`src/rtl/serial_sync_ctrl.sv`:
```
// Serial byte-alignment controller: hunts for COM_BYTE, qualifies lock over LOCK_COUNT
// aligned COMs, then strobes aligned bytes. Optional macro COM_FILTER_EN drops COMs once locked.
module serial_sync_ctrl #(
    parameter logic [7:0]  COM_BYTE   = 8'hBC,
    parameter int unsigned LOCK_COUNT = 4
) (
    input  logic       CLK,
    input  logic       RESET,
    input  logic       DATA_IN,
    output logic [7:0] DATA_OUT,
    output logic       VALID,
    output logic       ACTIVE,
    output logic       SYNCING
);

    typedef enum logic [1:0] {
        ST_HUNT,
        ST_CHECK,
        ST_LOCKED
    } state_e;

`ifdef COM_FILTER_EN
    localparam bit FILTER_COM = 1'b1;
`else
    localparam bit FILTER_COM = 1'b0;
`endif

    localparam logic [3:0] LOCK_CNT = 4'(LOCK_COUNT);

    state_e     state_q, state_d;
    logic [7:0] sr_q, sr_d;
    logic [2:0] bit_cnt_q, bit_cnt_d;
    logic [3:0] com_cnt_q, com_cnt_d;
    logic [7:0] data_q, data_d;
    logic       valid_q, valid_d;
    logic       active_q, syncing_q;

    logic [7:0] cand;
    logic       boundary;
    logic       is_com;
    logic [3:0] com_cnt_inc;

    assign cand        = {sr_q[6:0], DATA_IN};
    assign boundary    = (bit_cnt_q == 3'd7);
    assign is_com      = (cand == COM_BYTE);
    assign com_cnt_inc = com_cnt_q + 4'd1;

    // NOTE: every signal driven here gets a default first, so no path can infer a latch.
    always_comb begin
        state_d   = state_q;
        sr_d      = cand;
        bit_cnt_d = bit_cnt_q + 3'd1;
        com_cnt_d = com_cnt_q;
        data_d    = data_q;
        valid_d   = 1'b0;

        unique case (state_q)
            ST_HUNT: begin
                if (is_com) begin
                    bit_cnt_d = 3'd0;
                    com_cnt_d = 4'd1;
                    state_d   = (LOCK_COUNT == 1) ? ST_LOCKED : ST_CHECK;
                end
            end
            ST_CHECK: begin
                if (boundary) begin
                    if (is_com) begin
                        com_cnt_d = com_cnt_inc;
                        if (com_cnt_inc == LOCK_CNT) state_d = ST_LOCKED;
                    end else begin
                        com_cnt_d = 4'd0;
                        state_d   = ST_HUNT;
                    end
                end
            end
            ST_LOCKED: begin
                // A filtered COM leaves the byte phase running but produces no strobe.
                if (boundary && !(FILTER_COM && is_com)) begin
                    data_d  = cand;
                    valid_d = 1'b1;
                end
            end
            default: state_d = ST_HUNT;
        endcase
    end

    // NOTE: sequential state uses non-blocking assignments so all registers update together.
    always_ff @(posedge CLK) begin
        if (RESET) begin
            state_q   <= ST_HUNT;
            sr_q      <= 8'h00;
            bit_cnt_q <= 3'd0;
            com_cnt_q <= 4'd0;
            data_q    <= 8'h00;
            valid_q   <= 1'b0;
            active_q  <= 1'b0;
            syncing_q <= 1'b0;
        end else begin
            state_q   <= state_d;
            sr_q      <= sr_d;
            bit_cnt_q <= bit_cnt_d;
            com_cnt_q <= com_cnt_d;
            data_q    <= data_d;
            valid_q   <= valid_d;
            active_q  <= (state_d == ST_LOCKED);
            syncing_q <= (state_d == ST_CHECK);
        end
    end

    assign DATA_OUT = data_q;
    assign VALID    = valid_q;
    assign ACTIVE   = active_q;
    assign SYNCING  = syncing_q;

endmodule

```
`config.mk`:
```
export PLATFORM = sky130hd
export DESIGN_NAME = serial_sync_ctrl
export DESIGN_NICKNAME = d
export VERILOG_FILES = /design/src/rtl/serial_sync_ctrl.sv
export SDC_FILE = /design/constraint.sdc
export NUM_CORES = 1
export LEC_CHECK = 0
export CAP_MARGIN = 25
export CORE_UTILIZATION = 52
export CTS_CLUSTER_DIAMETER = 40
export DETAILED_ROUTE_END_ITERATION = 8
export PLACE_DENSITY = 0.81
export SETUP_SLACK_MARGIN = 0.4
export SYNTH_ARGS = -nofsm -noshare
export SYNTH_HDL_FRONTEND = slang
export SYNTH_SLANG_ARGS = --single-unit
```
`constraint.sdc`:
```
create_clock -name CLK -period 2.4 [get_ports CLK]
set_input_delay 0.48 -clock CLK [delete_from_list [all_inputs] [get_ports CLK]]
set_output_delay 0.48 -clock CLK [all_outputs]
set_load 0.03 [all_outputs]
```
==> results_dict.tcl <==
set metrics [dict create \
    whs_endpoint "sr_q[0]" \
    numCtsBuffers 3 \
    syn-num-nets 114 \
    switching_power_mw 0.154 \
    syn_to_final_growth_pct 17.8 \
    crit_family "buffers and inverters" \
    drt-total-wl_mm 1.86 \
    antennaDiodeCount 0 \
    synthCells 107 \
    antenna_found_initial 0 \
    dp_hpwl_mm 1.33 \
    drv_slew 0 \
    htree_levels 1 \
    ant_nets 0 \
    synthArstFlopShare_pct 0 \
    io_pins 14 \
    synth_most_common_cell "dfxtp_1" \
    max_freq_mhz 543 \
    rows 15 \
    yosysUniqueCellTypes 29 \
    die_h_um 47.1 \
    place_area_mm2 0.00121 \
    io_buffers 13 \
    fin_area_mm2 0.00125 \
    worstPathArrival_ns 1.36 \
    yosys-top-cells-count "dfxtp_1 (27), nor2_1 (16), nor2b_1 (9), mux2i_1 (8), nand2_1 (6)" \
    drt_iter0_drc 14 \
    syn_area_mm2 0.00106 \
    reg2reg_slack_ns 0.63 \
    worstMarginPinSlew_ns 0.584 \
    post-route-period-util_pct 76.8 \
    grt_max_degree 17 \
    max-vdd-ir-drop_uv 386 \
    seq_area_frac_synth_pct 51.1 \
    critical_path_required_ns 1.92 \
    synth_top_cell_by_area "dfxtp_1" \
    fillers 164 \
    maxCapViolations 0 \
    synth_fa_ha_area_share_pct 4.73 \
    gp_congestion 0.789 \
    die-area_mm2 0.00222 \
    max-clock-path-buffers 2 \
    status "finished, final reports clean" \
    die_x_um 47.1 \
    grt_pass1_wl_mm 3.02 \
    synth_top_area_share_pct 51.1 \
    synth_area_leaders "dfxtp_1 (51%), mux2i_1 (7.6%), nor2_1 (5.7%), nor2b_1 (5.3%), ha_1 (4.7%)" \
    grt_pass1_vias 744 \
    r2r_cells 4 \
    seq_power_share_pct 67.1 \
    end_kind "output pin" \
    clock_latency_ns 0.33 \
    ys_ff_latch 27 \
    power_mw 0.683 \
    vias 791 \
    r2r_end "com_cnt_q[1]" \
    synth_mux_area_share_pct 7.57 \
    finalHoldViolCount 0 \
    path_clk_slew_ns 0.15 \
    critPathMaxFanout 2 \
    hold_path_depth 2 \
    post-cts-setup-buffers 0 \
    core_mm2 0.00182 \
    clock_sinks 27 \
    slowest_stage "clkdlybuf4s50_1" \
    synth-simple-area-share_pct 21.6 \
    relSlewSlack_pct 61.0 \
    syn_area_per_cell_um2 9.89 \
    internal-power_mw 0.530 \
    initial_core_util_pct 58.1 \
    critPathMaxStageDelay_ns 0.67 \
    synth_top_family_by_area "simple AND/OR/NAND/NOR gates" \
    synth_edf_count 0 \
    grt_usage_pct 20.1 \
    root_buffer "clkbuf_4" \
    worst_clock_skew_ns 0.00601 \
    power_leakage_nw 0.542 \
    synth-compound-area-share_pct 11.9 \
    yosysWarnings 0 \
    fin_crit_ns 1.84 \
    cp_cell_sequence "clkdlybuf4s50_1" \
    clkPwrFrac_pct 29.8 \
    layout-drive-gt1-share_pct 10.0 \
    first_pass_iters 4 \
    grt_setup_unrepaired "no" \
    cp_num_buf_inv 1 \
    overflow 0 \
    p_comb_share_pct 3.2 \
    setup_viol_count_final 0 \
    min_from "DATA_IN" \
    hold_buffers 0 \
    synth_xor_xnor_area_share_pct 0.827 \
    drc_errors 0 \
    synth-main-ff-cell "dfxtp_1" \
    p_sw_share_pct 22.5 \
    reg2reg_from "sr_q[0]" \
    setup_tns_ns 0 \
    worstSetupPathType "reg2out" \
    avgRoutedWirePerCell_um 12.8 \
    vias_per_cell 5.46 \
    cts_tree "built" \
    powerDensity_mw_per_mm2 548 \
    cp-start-kind "register" \
    final_net_count 128 \
    hold_path_class "in2reg" \
]
==> per-stage QoR <==
step	util, %	setup slack (ns)	cells	hold slack [ns]
2_1_floorplan	-	0.426	107	0.399
3_3_place_gp	66.5	0.0912	141	0.413
3_5_place_dp	66.5	0.0289	141	0.433
4_1_cts	68.4	0.406	145	0.452
5_1_grt	68.5	0.488	145	0.442
6_report	68.5	0.558	145	0.429
==> state kept, by name, indices dropped and copies added, names as in the netlist <==
| register | count |
|---|---|
| com_cnt_q | 4 |
| bit_cnt_q | 3 |
| DATA_OUT | 8 |
| sr_q | 7 |
| state_q | 2 |
| SYNCING | 1 |
| ACTIVE | 1 |
| VALID | 1 |
==> area by class of cell <==
class                   instances  area [um2]  share of cell area [%]
clock buffers                   3        22.5                    1.81
clock inverters                 1        7.51                   0.602
multi-input cells              74         498                    39.9
flip-flops and latches         27         541                    43.3
well taps                      25        31.3                    2.51
repair buffers                 15         148                    11.8
==> logic make-up (layout without fill, tap and decap cells) <==
logic type,after synthesis,in the layout
AO/OA/AOI/OAI,17,17
XOR/XNOR,1,1
adder cells (fa/ha/maj),4,4
buffers and inverters,6,19
flip-flops,27,27
multiplexers,8,8
AND/OR/NAND/NOR,44,44
==> how the worst max path moves through the flow <==
stage | start | end | depth (start not counted)
3_3_place_gp | DATA_IN | com_cnt_q[1] | 5
3_5_place_dp | DATA_IN | com_cnt_q[1] | 5
2_1_floorplan | DATA_IN | com_cnt_q[1] | 5
5_1_grt | DATA_OUT[6] | DATA_OUT[6] | 1
6_report | DATA_OUT[2] | DATA_OUT[2] | 1
4_1_cts | DATA_IN | com_cnt_q[1] | 5
==> placed cells by master (no fill, tap or decap), drive strengths merged, types with 3 or more instances in the layout <==
cell type,Yosys,final
clkdlybuf4s50,0,12
nor2,16,16
a21oi,3,3
ha,4,4
nand2,6,6
mux2i,8,8
o21ai,3,3
clkbuf,5,3
dfxtp,27,27
nor2b,9,9
==> per-layer routing <==
| metal | track usage (%) | part of all wire [%] | vias to the layer above |
|---|---|---|---|
| li1 | - | - | 403 |
| met1 | 24.7 | 47 | 366 |
| met2 | 32.5 | 46 | 15 |
| met3 | 3.85 | 3.6 | 7 |
| met4 | 12.0 | 2.8 | 0 |
| met5 | 0 | 0 | - |
==> what timing repair did <==
item,CTS,global route
endpoints found under the setup margin,1,1
cloned,0,0
resized for setup,1,1
pin swaps,0,2
==> power groups by stage <==
| stage | combinational, mW | sequential (mW) | clock, mW |
|---|---|---|---|
| 2_1_floorplan | 0.0137 | 0.467 | 0 |
| 4_1_cts | 0.0220 | 0.459 | 0.209 |
| 3_3_place_gp | 0.0212 | 0.468 | 0 |
| 3_5_place_dp | 0.0220 | 0.468 | 0 |
| 6_report | 0.0216 | 0.458 | 0.203 |
| 5_1_grt | 0.0247 | 0.460 | 0.224 |
Note: power is estimated with default switching activity, not from simulation.
